==> src/rtl/dram_cycle_generator_if.sv <==
// Request/response handshake plus multiplexed DRAM bus between a requester and the
// DRAM cycle generator.
interface dram_cycle_generator_if;
  logic        req_valid;
  logic        req_ready;
  logic        req_write;
  logic [17:0] req_addr;
  logic [1:0]  req_be;
  logic [15:0] req_wdata;
  logic        rsp_valid;
  logic [15:0] rsp_rdata;
  logic [8:0]  A;
  logic        RAS_n;
  logic        CASU_n;
  logic        CASL_n;
  logic        WE_n;
  logic        OE_n;
  logic [15:0] D_out;
  logic        D_oe;
  logic [15:0] D_in;

  // Requester side; it also stands in for the board returning read data on D_in.
  modport master (
    output req_valid, req_write, req_addr, req_be, req_wdata, D_in,
    input  req_ready, rsp_valid, rsp_rdata, A, RAS_n, CASU_n, CASL_n, WE_n, OE_n, D_out, D_oe
  );

  // Cycle generator side.
  modport slave (
    input  req_valid, req_write, req_addr, req_be, req_wdata, D_in,
    output req_ready, rsp_valid, rsp_rdata, A, RAS_n, CASU_n, CASL_n, WE_n, OE_n, D_out, D_oe
  );
endinterface

==> src/rtl/dram_cycle_generator.sv <==
// Converts word read/write requests into RAS/CAS strobe sequences on a multiplexed DRAM
// bus and interleaves periodic RAS-only refresh cycles.
module dram_cycle_generator #(
  parameter int unsigned T_RCD            = 2,
  parameter int unsigned T_CAS            = 2,
  parameter int unsigned T_RP             = 2,
  parameter int unsigned REFRESH_INTERVAL = 64
) (
  input logic                   clk,
  input logic                   reset_n,
  dram_cycle_generator_if.slave bus
);

  localparam int unsigned CntW = 8;
  localparam int unsigned TmrW = (REFRESH_INTERVAL > 2) ? $clog2(REFRESH_INTERVAL) : 1;

  typedef enum logic [2:0] {
    StIdle,
    StRow,
    StRas,
    StCol,
    StCas,
    StPre,
    StRefRow,
    StRefRas
  } state_e;

  state_e           state_q, state_d;
  logic [CntW-1:0]  cnt_q, cnt_d;
  logic [TmrW-1:0]  tmr_q, tmr_d;
  logic             pend_q, pend_d;
  logic [8:0]       ref_row_q, ref_row_d;
  logic [17:0]      addr_q, addr_d;
  logic             write_q, write_d;
  logic [1:0]       be_q, be_d;
  logic [15:0]      wdata_q, wdata_d;

  logic [8:0]       a_q, a_d;
  logic             ras_n_q, ras_n_d;
  logic             casu_n_q, casu_n_d;
  logic             casl_n_q, casl_n_d;
  logic             we_n_q, we_n_d;
  logic             oe_n_q, oe_n_d;
  logic [15:0]      d_out_q, d_out_d;
  logic             d_oe_q, d_oe_d;
  logic             rsp_valid_q, rsp_valid_d;
  logic [15:0]      rdata_q, rdata_d;
  logic             ready_q, ready_d;

  logic             accept;
  logic             ref_done;
  logic             expire;
  logic             in_col_cas;

  // ready_q already encodes (idle && !refresh_pending), so it gates acceptance directly.
  assign accept = bus.req_valid && ready_q;
  assign expire = (tmr_q == '0);

  always_comb begin
    state_d  = state_q;
    cnt_d    = (cnt_q != '0) ? cnt_q - 1'b1 : '0;
    ref_done = 1'b0;
    unique case (state_q)
      StIdle: begin
        if (pend_q) begin
          state_d = StRefRow;
        end else if (accept) begin
          state_d = StRow;
        end
      end
      StRow: begin
        state_d = StRas;
        cnt_d   = CntW'(T_RCD - 1);
      end
      StRas: begin
        if (cnt_q == '0) state_d = StCol;
      end
      StCol: begin
        state_d = StCas;
        cnt_d   = CntW'(T_CAS - 1);
      end
      StCas: begin
        if (cnt_q == '0) begin
          state_d = StPre;
          cnt_d   = CntW'(T_RP - 1);
        end
      end
      StPre: begin
        if (cnt_q == '0) state_d = StIdle;
      end
      StRefRow: begin
        state_d = StRefRas;
        cnt_d   = CntW'(T_RCD + T_CAS);
      end
      StRefRas: begin
        if (cnt_q == '0) begin
          state_d  = StPre;
          cnt_d    = CntW'(T_RP - 1);
          ref_done = 1'b1;
        end
      end
      default: state_d = StIdle;
    endcase
  end

  always_comb begin
    addr_d  = addr_q;
    write_d = write_q;
    be_d    = be_q;
    wdata_d = wdata_q;
    if (accept && !pend_q) begin
      addr_d  = bus.req_addr;
      write_d = bus.req_write;
      be_d    = bus.req_be;
      wdata_d = bus.req_wdata;
    end
  end

  // Free-running refresh timer; an expiry while a refresh is still pending is dropped.
  always_comb begin
    tmr_d     = expire ? TmrW'(REFRESH_INTERVAL - 1) : tmr_q - 1'b1;
    pend_d    = (pend_q && !ref_done) || expire;
    ref_row_d = ref_done ? ref_row_q + 9'd1 : ref_row_q;
  end

  // Outputs are decoded from the next state so every pin comes straight from a flop.
  always_comb begin
    in_col_cas = (state_d == StCol) || (state_d == StCas);
    a_d        = a_q;
    unique case (state_d)
      StIdle:             a_d = '0;
      StRow, StRas:       a_d = addr_d[8:0];
      StCol, StCas:       a_d = addr_d[17:9];
      StRefRow, StRefRas: a_d = ref_row_q;
      StPre:              a_d = a_q;
      default:            a_d = '0;
    endcase
    ras_n_d     = !(state_d inside {StRas, StCol, StCas, StRefRas});
    we_n_d      = !(in_col_cas && write_d);
    d_oe_d      = in_col_cas && write_d;
    d_out_d     = ((state_d == StCol) && write_d) ? wdata_d : d_out_q;
    casu_n_d    = !((state_d == StCas) && be_d[1]);
    casl_n_d    = !((state_d == StCas) && be_d[0]);
    oe_n_d      = !((state_d == StCas) && !write_d);
    rsp_valid_d = (state_q == StCas) && (state_d == StPre);
    rdata_d     = ((state_q == StCas) && (cnt_q == '0) && !write_q) ? bus.D_in : rdata_q;
    ready_d     = (state_d == StIdle) && !pend_d;
  end

  always_ff @(posedge clk or negedge reset_n) begin
    if (!reset_n) begin
      state_q     <= StIdle;
      cnt_q       <= '0;
      tmr_q       <= TmrW'(REFRESH_INTERVAL - 1);
      pend_q      <= 1'b0;
      ref_row_q   <= '0;
      addr_q      <= '0;
      write_q     <= 1'b0;
      be_q        <= '0;
      wdata_q     <= '0;
      a_q         <= '0;
      ras_n_q     <= 1'b1;
      casu_n_q    <= 1'b1;
      casl_n_q    <= 1'b1;
      we_n_q      <= 1'b1;
      oe_n_q      <= 1'b1;
      d_out_q     <= '0;
      d_oe_q      <= 1'b0;
      rsp_valid_q <= 1'b0;
      rdata_q     <= '0;
      ready_q     <= 1'b1;
    end else begin
      state_q     <= state_d;
      cnt_q       <= cnt_d;
      tmr_q       <= tmr_d;
      pend_q      <= pend_d;
      ref_row_q   <= ref_row_d;
      addr_q      <= addr_d;
      write_q     <= write_d;
      be_q        <= be_d;
      wdata_q     <= wdata_d;
      a_q         <= a_d;
      ras_n_q     <= ras_n_d;
      casu_n_q    <= casu_n_d;
      casl_n_q    <= casl_n_d;
      we_n_q      <= we_n_d;
      oe_n_q      <= oe_n_d;
      d_out_q     <= d_out_d;
      d_oe_q      <= d_oe_d;
      rsp_valid_q <= rsp_valid_d;
      rdata_q     <= rdata_d;
      ready_q     <= ready_d;
    end
  end

  assign bus.req_ready = ready_q;
  assign bus.rsp_valid = rsp_valid_q;
  assign bus.rsp_rdata = rdata_q;
  assign bus.A         = a_q;
  assign bus.RAS_n     = ras_n_q;
  assign bus.CASU_n    = casu_n_q;
  assign bus.CASL_n    = casl_n_q;
  assign bus.WE_n      = we_n_q;
  assign bus.OE_n      = oe_n_q;
  assign bus.D_out     = d_out_q;
  assign bus.D_oe      = d_oe_q;

endmodule

==> src/flat_wrapper.sv <==
// flat-port wrapper written by rule: the top's interface ports become plain ports
module dram_cycle_generator_flat 
#(
  parameter int unsigned T_RCD            = 2,
  parameter int unsigned T_CAS            = 2,
  parameter int unsigned T_RP             = 2,
  parameter int unsigned REFRESH_INTERVAL = 64
)
  (clk, reset_n, bus_req_valid, bus_req_write, bus_req_addr, bus_req_be, bus_req_wdata, bus_D_in, bus_req_ready, bus_rsp_valid, bus_rsp_rdata, bus_A, bus_RAS_n, bus_CASU_n, bus_CASL_n, bus_WE_n, bus_OE_n, bus_D_out, bus_D_oe);
  dram_cycle_generator_if bus_i ();
  input logic clk;
  input logic reset_n;
  input wire logic [$bits(bus_i.req_valid)-1:0] bus_req_valid;
  input wire logic [$bits(bus_i.req_write)-1:0] bus_req_write;
  input wire logic [$bits(bus_i.req_addr)-1:0] bus_req_addr;
  input wire logic [$bits(bus_i.req_be)-1:0] bus_req_be;
  input wire logic [$bits(bus_i.req_wdata)-1:0] bus_req_wdata;
  input wire logic [$bits(bus_i.D_in)-1:0] bus_D_in;
  output wire logic [$bits(bus_i.req_ready)-1:0] bus_req_ready;
  output wire logic [$bits(bus_i.rsp_valid)-1:0] bus_rsp_valid;
  output wire logic [$bits(bus_i.rsp_rdata)-1:0] bus_rsp_rdata;
  output wire logic [$bits(bus_i.A)-1:0] bus_A;
  output wire logic [$bits(bus_i.RAS_n)-1:0] bus_RAS_n;
  output wire logic [$bits(bus_i.CASU_n)-1:0] bus_CASU_n;
  output wire logic [$bits(bus_i.CASL_n)-1:0] bus_CASL_n;
  output wire logic [$bits(bus_i.WE_n)-1:0] bus_WE_n;
  output wire logic [$bits(bus_i.OE_n)-1:0] bus_OE_n;
  output wire logic [$bits(bus_i.D_out)-1:0] bus_D_out;
  output wire logic [$bits(bus_i.D_oe)-1:0] bus_D_oe;
  assign bus_i.req_valid = bus_req_valid;
  assign bus_i.req_write = bus_req_write;
  assign bus_i.req_addr = bus_req_addr;
  assign bus_i.req_be = bus_req_be;
  assign bus_i.req_wdata = bus_req_wdata;
  assign bus_i.D_in = bus_D_in;
  assign bus_req_ready = bus_i.req_ready;
  assign bus_rsp_valid = bus_i.rsp_valid;
  assign bus_rsp_rdata = bus_i.rsp_rdata;
  assign bus_A = bus_i.A;
  assign bus_RAS_n = bus_i.RAS_n;
  assign bus_CASU_n = bus_i.CASU_n;
  assign bus_CASL_n = bus_i.CASL_n;
  assign bus_WE_n = bus_i.WE_n;
  assign bus_OE_n = bus_i.OE_n;
  assign bus_D_out = bus_i.D_out;
  assign bus_D_oe = bus_i.D_oe;
  dram_cycle_generator #(.T_RCD(T_RCD), .T_CAS(T_CAS), .T_RP(T_RP), .REFRESH_INTERVAL(REFRESH_INTERVAL)) u_core (.clk(clk), .reset_n(reset_n), .bus(bus_i));
endmodule
==> config.mk <==
export PLATFORM = sky130hd
export DESIGN_NAME = dram_cycle_generator_flat
export DESIGN_NICKNAME = d
export VERILOG_FILES = /design/src/rtl/dram_cycle_generator_if.sv /design/src/rtl/dram_cycle_generator.sv /design/src/flat_wrapper.sv
export SDC_FILE = /design/constraint.sdc
export NUM_CORES = 1
export LEC_CHECK = 0
export CAP_MARGIN = 30
export CELL_PAD_IN_SITES_DETAIL_PLACEMENT = 0
export CELL_PAD_IN_SITES_GLOBAL_PLACEMENT = 1
export CORE_ASPECT_RATIO = 1.5
export CORE_MARGIN = 3
export CORE_UTILIZATION = 31
export DETAILED_ROUTE_END_ITERATION = 12
export GPL_TIMING_DRIVEN = 0
export PLACE_DENSITY = 0.71
export REMOVE_ABC_BUFFERS = 1
export SLEW_MARGIN = 5
export SYNTH_ARGS = -nofsm -noshare
export SYNTH_HDL_FRONTEND = slang
export SYNTH_SLANG_ARGS = --single-unit
==> constraint.sdc <==
create_clock -name clk -period 6.29 [get_ports clk]
set_input_delay 1.5725 -clock clk [delete_from_list [all_inputs] [get_ports clk]]
set_output_delay 1.5725 -clock clk [all_outputs]
set_load 0.05 [all_outputs]
Word level (Yosys, flattened, before mapping)
Cells that the tools add are included.

Register bits: 113. Bits of input ports: 56. Word-level logic and storage cells: 89.

$add $sub $neg: 3. Mux-type cells: 17. Equal/unequal tests: 14. Reduce and logical (&&, ||, !) cells: 35.

Operators by type and width (number): $pmux W9 S4 (1); $eq A3 B3 Y1 const B (8); $pmux W8 S3 (1); $pmux W3 S7 (1); $mux W18 (1); $mux W16 (1); $mux W8 (2); $mux W3 (5); $eq A3 B2 Y1 const B (4); $logic_and A1 B1 Y1 (12); $logic_not A1 Y1 (10); $reduce_or A2 Y1 (5); $add A9 B1 Y9 const B (1); $logic_not A8 Y1 (1); $reduce_bool A8 Y1 (1); $sub A8 B1 Y8 const B (1); $eq A3 B1 Y1 const B (2); $logic_not A3 Y1 (2); $logic_not A6 Y1 (1); $mux W6 (1); $sub A6 B1 Y6 const B (1); $reduce_bool A4 Y1 (1); $mux W1 (3); $logic_or A1 B1 Y1 (2); $mux W2 (1).

Longest topological paths before layout
Gate-level depths: netlist (run 1).

Depth in word-level cells: 8. Depth in mapped cells: 9. Mapped depth without buffers: 7.

Worst setup path before layout (run 1)
No wires, ideal clock.

Path type: input port to flip-flop. Start: input port bus_req_valid. End: register u_core.a_q[5] (netlist: u_core.bus.A[5]). Data arrival time: 3023 ps. Data required time: 6166 ps. Setup slack: 3143 ps. Cell stages on the path: 6. Path buffers: 2. Cells stage by stage: nand3b_1 -> buf_1 -> clkbuf_1 -> mux2i_1 -> o2bb2ai_1 -> a211o_1.

Cells in the longest elaborated chain, start to end: 7. Elaborated cells on any way between the ends: 18.

Ends and longest elaborated chain: from (decl) (RTL line flat_wrapper.sv:13) `input wire logic [$bits(bus_i.req_valid)-1:0] bus_req_valid;`; $logic_and A1 B1 Y1 (*) (RTL line dram_cycle_generator.sv:56) `assign accept = bus.req_valid && ready_q;`; $mux W3 (RTL line dram_cycle_generator.sv:67) `end else if (accept) begin`; $mux W3 (RTL line dram_cycle_generator.sv:65) `if (pend_q) begin`; $pmux W3 S7 (RTL line dram_cycle_generator.sv:63) `unique case (state_q)`; $eq A3 B3 Y1, or another cell as far along (RTL line dram_cycle_generator.sv:130) `unique case (state_d)`; $reduce_or A2 Y1 (RTL line dram_cycle_generator.sv:130); $pmux W9 S4 (RTL line dram_cycle_generator.sv:130); to (signal assigned) (RTL line dram_cycle_generator.sv:161) `a_q <= '0;`; to (signal assigned) (RTL line dram_cycle_generator.sv:182) `a_q <= a_d;`; to (decl) (RTL line dram_cycle_generator.sv:38) `logic [8:0] a_q, a_d;`.

Mark *: on every way between the ends. The rest lies on a longest branch, timed or not. A chain may end at the register's enable or synchronous reset.

Worst setup path in the final report (run 1)
Start: input port bus_req_valid. End: register u_core.d_out_q[3] (netlist: u_core.bus.D_out[3]).

Cells in the longest elaborated chain, start to end: 6. Elaborated cells on any way between the ends: 9.

Ends and longest elaborated chain: $logic_and A1 B1 Y1 (*) (RTL line dram_cycle_generator.sv:56); $mux W3 (RTL line dram_cycle_generator.sv:67); $mux W3 (RTL line dram_cycle_generator.sv:65); $pmux W3 S7 (RTL line dram_cycle_generator.sv:63); $eq A3 B2 Y1 (RTL line dram_cycle_generator.sv:141) `d_out_d = ((state_d == StCol) && write_d) ? wdata_d : d_out_q;`; $logic_and A1 B1 Y1 (RTL line dram_cycle_generator.sv:141); to (signal assigned) (RTL line dram_cycle_generator.sv:188) `d_out_q <= d_out_d;`; to (decl) (RTL line dram_cycle_generator.sv:44) `logic [15:0] d_out_q, d_out_d;`.

Marks and branches as above.

==> flow_metrics.tcl, run 1 <==
set metrics [dict create \
    vias_per_cell 4.68 \
    clk_latency_ns 0.41 \
    fin_util_pct 44.8 \
    grt_overflow 0 \
    syn-instance-count 413 \
    reg2reg_depth 6 \
    cts.repair.resized 0 \
    hold_viol_final 0 \
    worstMarginPinSlew_ns 0.959 \
    cp_max_fo 16 \
    dieArea_mm2 0.0167 \
    startpoint_type "input port" \
    n_antenna_cell 0 \
    placedInstanceArea_mm2 0.00598 \
    die_h_um 157 \
    clock.fmax_ghz 0.265 \
    antenna_found_initial 0 \
    slowest_delay_ns 0.74 \
    cp-end-kind "flip-flop" \
    maxSlewViolCount 0 \
    hold_path.class "flip-flop to flip-flop" \
    grt_max_degree 73 \
    grt_pass1_wl_um 18300 \
    dp_hpwl_um 7660 \
    arrival_ns 4.07 \
    fillers 1437 \
    cpMaxStageDelayCell "nor3_4" \
    io_pins 105 \
    maxCapViolCount 0 \
    drtIter0Drc 172 \
    synth_ff_type "dfrtp_1" \
    hold_slack_ns 0.451 \
    ys_top_cells_by_area "dfrtp_1 54%, mux2_2 7.9%, nand2_1 7.7%" \
    hold_depth 1 \
    clock-root-buffer "clkbuf_16" \
    floorplan.rows 54 \
    yosysUniqueCellTypes 44 \
    status "finished clean" \
    crit_path_cell_trace "clkdlybuf4s50_1 -> nand3b_1 -> mux2i_1 -> nor3_4 -> mux2_2" \
    period_needed_ns 3.77 \
    skew_ns 0.0124 \
    finalSetupViolCount 0 \
    holdPathEnd "u_core.tmr_q[0]" \
    cts.sinks 113 \
    synth_edf_count 0 \
    drtPass1Iterations 4 \
    die_x_um 107 \
    yosysTopAreaCell "dfrtp_1" \
    cts_hold_buf 0 \
    gp_congestion 0.754 \
    p_leak_nw 3.10 \
    drc 0 \
    ir_worst_vdd_mv 0.231 \
    nets 583 \
    grt_use_total_pct 14.1 \
    drtAntennaViolNets 0 \
    syn_avg_cell_area_um2 11.4 \
    ys_ff_latch 113 \
    numPortBuffers 104 \
    crit_type "input port to flip-flop" \
    finalCritPeriodShare_pct 60.0 \
    ys_seq_area_share_pct 60.3 \
    r2r_end "u_core.bus.D_out[3]" \
    synthArstFlopShare_pct 100 \
    core_mm2 0.0147 \
    synth_top_area_share_pct 53.7 \
    r2r_start "u_core.cnt_q[0]" \
    syn2layout_area_growth_pct 40.0 \
    cts_buffers 17 \
    cts.htree.levels 4 \
    drt_wl_total_um 11100 \
    rsz0062_at_grt "no" \
    clock_path_buffers 2 \
    slew_headroom_pct 35.8 \
    netlist_area_mm2 0.00471 \
    final_cell_mix "103 x clkdlybuf4s50_1, 101 x dfrtp_1, 97 x nand2_1" \
    path_clk_slew_ns 0.06 \
    required_ns 6.58 \
    fin_area_mm2 0.00659 \
    layout_commonest_cell "clkdlybuf4s50_1" \
    cts_setup_buffers 0 \
    avgRoutedWirePerCell_um 15.2 \
    hp-start "u_core.tmr_q[0]" \
    vias 3428 \
    reg2reg_slack_ns 3.36 \
    start_util_pct 32.0 \
    yosysWarnings 0 \
    grt_pass1_vias 3579 \
    drive_above_1_share_pct 16.8 \
    cts_tree "built" \
    power_density_mw_per_mm2 480 \
]
## area by class of cell
type / instances / area [um2] / share of cell area, %
Sequential cell: 113 / 2840 / 43.1
Multi-Input combinational cell: 264 / 1710 / 26.0
Timing Repair Buffer: 107 / 1100 / 16.7
Clock buffer: 18 / 439 / 6.66
Tap cell: 196 / 245 / 3.72
Clock inverter: 14 / 178 / 2.69
Inverter: 20 / 75.1 / 1.14
## flip-flops by register name (all words and copies together) (netlist names), 2 cells and up
register              flops
u_core.bus.A              9
u_core.bus.rsp_rdata     16
u_core.ref_row_q          9
u_core.state_q            3
u_core.be_q               2
u_core.tmr_q              6
u_core.cnt_q              8
u_core.addr_q            18
u_core.wdata_q           16
u_core.bus.D_out         16
## synth_stat cells, types with 2 or more instances
| master | count |
|---|---|
| mux2_2 | 33 |
| nand2_1 | 97 |
| a21oi_1 | 14 |
| dfstp_2 | 12 |
| or3_1 | 3 |
| o21a_1 | 2 |
| nand3_1 | 5 |
| xor2_1 | 6 |
| nor3_4 | 2 |
| xnor2_1 | 10 |
| clkbuf_1 | 8 |
| inv_1 | 19 |
| o2bb2ai_1 | 9 |
| nor2b_1 | 2 |
| buf_2 | 3 |
| nor3_1 | 3 |
| nand4_1 | 6 |
| nor2_1 | 15 |
| ha_1 | 4 |
| buf_1 | 3 |
| dfrtp_1 | 101 |
| and3_1 | 5 |
| o21ai_0 | 10 |
| a211o_1 | 10 |
| mux2i_1 | 10 |
| buf_6 | 2 |
| nand3b_1 | 2 |
## kinds of logic (layout without fill, tap and decap cells)
| family | count (synthesis) | in the layout | synth area share (%) |
|---|---|---|---|
| buffers and inverters | 36 | 159 | 3.27 |
| AND/OR/NAND/NOR | 146 | 146 | 14.1 |
| adder cells (fa/ha/maj) | 4 | 4 | 1.06 |
| AO/OA/AOI/OAI | 55 | 55 | 8.29 |
| multiplexers | 43 | 43 | 10.0 |
| flip-flops | 113 | 113 | 60.3 |
| XOR/XNOR | 16 | 16 | 2.97 |
## where the power goes
part           internal (W)  switching [W]  total, W  leakage (nW)
sequential         0.000973       0.000129   0.00110          1.40
clock              0.000638       0.000355  0.000993         0.290
combinational      0.000396       0.000676   0.00107          1.41
## worst max-delay path by stage
| stage | depth (start not counted) | to | start | slack [ns] |
|---|---|---|---|---|
| 2_1_floorplan | 4 | u_core.bus.D_out[0] | bus_req_valid | 2.45 |
| 3_3_place_gp | 1 | u_core.bus.rsp_rdata[8] | reset_n | -0.61 |
| 3_5_place_dp | 5 | u_core.bus.D_out[3] | bus_req_valid | 2.03 |
| 4_1_cts | 5 | u_core.bus.D_out[3] | bus_req_valid | 2.45 |
| 5_1_grt | 5 | u_core.bus.D_out[14] | bus_req_valid | 2.38 |
| 6_report | 5 | u_core.bus.D_out[3] | bus_req_valid | 2.52 |
## metrics by stage
stage               std cells  setup TNS (ns)  worst slack, ns  power, W
floorplan                 397               0             2.45   0.00182
global placement          697          -60.61           -0.615   0.00216
detailed placement        700               0             2.03   0.00219
CTS                       732               0             2.45   0.00321
global route              732               0             2.38   0.00335
finish                    732               0             2.52   0.00317
## per-layer routing
metal  wire length [um]  global-route usage [%]
met1               4350                    16.4
met2               6090                    24.9
met3                539                    3.78
met4                142                    5.30
met5                  0                       0
## critical path: cells and delay by family
family                 cells  cell delay [ns]
buffers and inverters      1             0.48
and+or+nand+nor            2             1.22
muxes                      2             0.78
Note: power is estimated with default switching activity, not from simulation.
==> inputs of run 2 (changes only) <==
Settings changed: PLACE_DENSITY 0.71 to 0.74.
Clock period 6.29 ns to 3.15 ns, I/O delays scaled along.
==> run 2 against run 1 <==
Global-route usage down 0.37 points. Register-to-register slack worse by 2.9 ns. First-iteration DRC count up 48%. Final cell count down 0.27%. Clock skew down 0.0027 ns. Die area unchanged. Final area down 0.76%. Clock power up 78%. Sequential power up 100%. Via count up 0.12%. Largest cell class unchanged.
==> flow_metrics.tcl, run 2 (same netlist as run 1, synthesis figures left out) <==
set metrics [dict create \
    cts_tree "built" \
    cpMaxStageDelayCell "clkdlybuf4s50_1" \
    tns_ns 0 \
    drtPass1Iterations 5 \
    largest_register_ffs 18 \
    start_util_pct 32.0 \
    vias_per_cell 4.70 \
    hold_slack_ns 0.269 \
    numPortBuffers 104 \
    status "finished clean" \
    grt_overflow 0 \
    gp_congestion 0.760 \
    startpoint_type "input port" \
    die_h_um 157 \
    drc 0 \
    grt_pass1_vias 3549 \
    skew_ns 0.00972 \
    grt_pass1_wl_um 18000 \
    grt_use_total_pct 13.7 \
    hold_path.class "input port to asynchronous set/reset pin" \
    floorplan.rows 54 \
    die_x_um 107 \
    drive_above_1_share_pct 15.9 \
    io_pins 105 \
    worstMarginPinSlew_ns 0.890 \
    fin_cells 730 \
    finalCritPeriodShare_pct 89.1 \
    hold_viol_final 0 \
    cts.htree.levels 4 \
    dp_hpwl_um 7570 \
    max_flop_register "u_core.addr_q" \
    nets 584 \
    reg2reg_slack_ns 0.43 \
    path_clk_slew_ns 0.05 \
    period_needed_ns 2.81 \
    layout_commonest_cell "clkdlybuf4s50_1" \
    rsz0062_at_grt "no" \
    clock_path_buffers 2 \
    core_mm2 0.0147 \
    p_total_w 0.00610 \
    crit_type "input port to flip-flop" \
    drtIter0Drc 254 \
    syn2layout_area_growth_pct 38.9 \
    fillers 1421 \
    cts_buffers 17 \
    drtAntennaViolNets 0 \
    drt_wl_total_um 10900 \
    vias 3432 \
    cts.sinks 113 \
    cts_hold_buf 0 \
    crit_path_cell_trace "clkdlybuf4s50_1 -> nand3b_1 -> buf_8 -> mux2i_1 -> nor3_4 -> buf_12 -> mux2_2" \
    antenna_found_initial 0 \
    slew_headroom_pct 40.4 \
    required_ns 3.43 \
    avgRoutedWirePerCell_um 15.0 \
    power_density_mw_per_mm2 933 \
    cp-end-kind "flip-flop" \
    fin_util_pct 44.4 \
    p_leak_nw 3.08 \
    cts.repair.resized 0 \
    cp_max_fo 19 \
    clock-root-buffer "clkbuf_16" \
    maxCapViolCount 0 \
    grt_max_degree 81 \
    clock.fmax_ghz 0.356 \
    dieArea_mm2 0.0167 \
    ir_worst_vdd_mv 0.386 \
    dp_cells 700 \
    clk_latency_ns 0.40 \
    n_antenna_cell 0 \
    final_cell_mix "103 x clkdlybuf4s50_1, 101 x dfrtp_1, 97 x nand2_1" \
    slowest_delay_ns 0.49 \
    reg2reg_depth 7 \
    finalSetupViolCount 0 \
    arrival_ns 3.09 \
    maxSlewViolCount 0 \
    cts_setup_buffers 1 \
]
-- run 2: area by class of cell --
| class | instances | area, um2 | share of cell area (%) |
|---|---|---|---|
| Clock buffer | 24 | 492 | 7.51 |
| Multi-Input combinational cell | 264 | 1710 | 26.2 |
| Timing Repair Buffer | 108 | 1120 | 17.1 |
| Tap cell | 196 | 245 | 3.75 |
| Clock inverter | 5 | 55.1 | 0.841 |
| Sequential cell | 113 | 2840 | 43.4 |
| Inverter | 20 | 75.1 | 1.15 |
-- run 2: worst paths after layout --
path,from,endpoint
min in group clk,u_core.tmr_q[0],u_core.tmr_q[0]
max,bus_req_valid,u_core.bus.D_out[14]
max reg2reg,u_core.cnt_q[0],u_core.bus.A[4]
min,reset_n,u_core.addr_q[6]
max in group asynchronous,reset_n,u_core.bus.CASL_n
min reg2reg,u_core.tmr_q[0],u_core.tmr_q[0]
-- run 2: per-stage QoR --
step | cell area, um2 | setup slack (ns)
4_1_cts | 6540 | 0.314
3_5_place_dp | 5980 | -0.555
2_1_floorplan | 4630 | 0.0923
5_1_grt | 6540 | 0.170
3_3_place_gp | 5920 | -2.95
6_report | 6540 | 0.344
-- run 2: report_power, final --
group | switching, W | internal [W] | total [W] | leakage, nW
Combinational | 0.00134 | 0.000790 | 0.00213 | 1.42
Clock | 0.000618 | 0.00115 | 0.00177 | 0.264
Sequential | 0.000262 | 0.00194 | 0.00221 | 1.40
Total | 0.00222 | 0.00388 | 0.00610 | 3.08
-- run 2: layer usage --
layer | track usage (%) | vias up | share of wire (%)
met2 | 24.1 | 77 | 54
met3 | 3.61 | 19 | 3.9
met1 | 15.7 | 1713 | 41
met4 | 6.15 | 0 | 1.9
li1 | - | 1623 | -
met5 | 0 | - | 0
-- run 2: critical path: cells and delay by family --
| family | cells | cell delay (ns) |
|---|---|---|
| buffers and inverters | 3 | 1.04 |
| AND/OR/NAND/NOR | 2 | 0.68 |
| multiplexers | 2 | 0.55 |
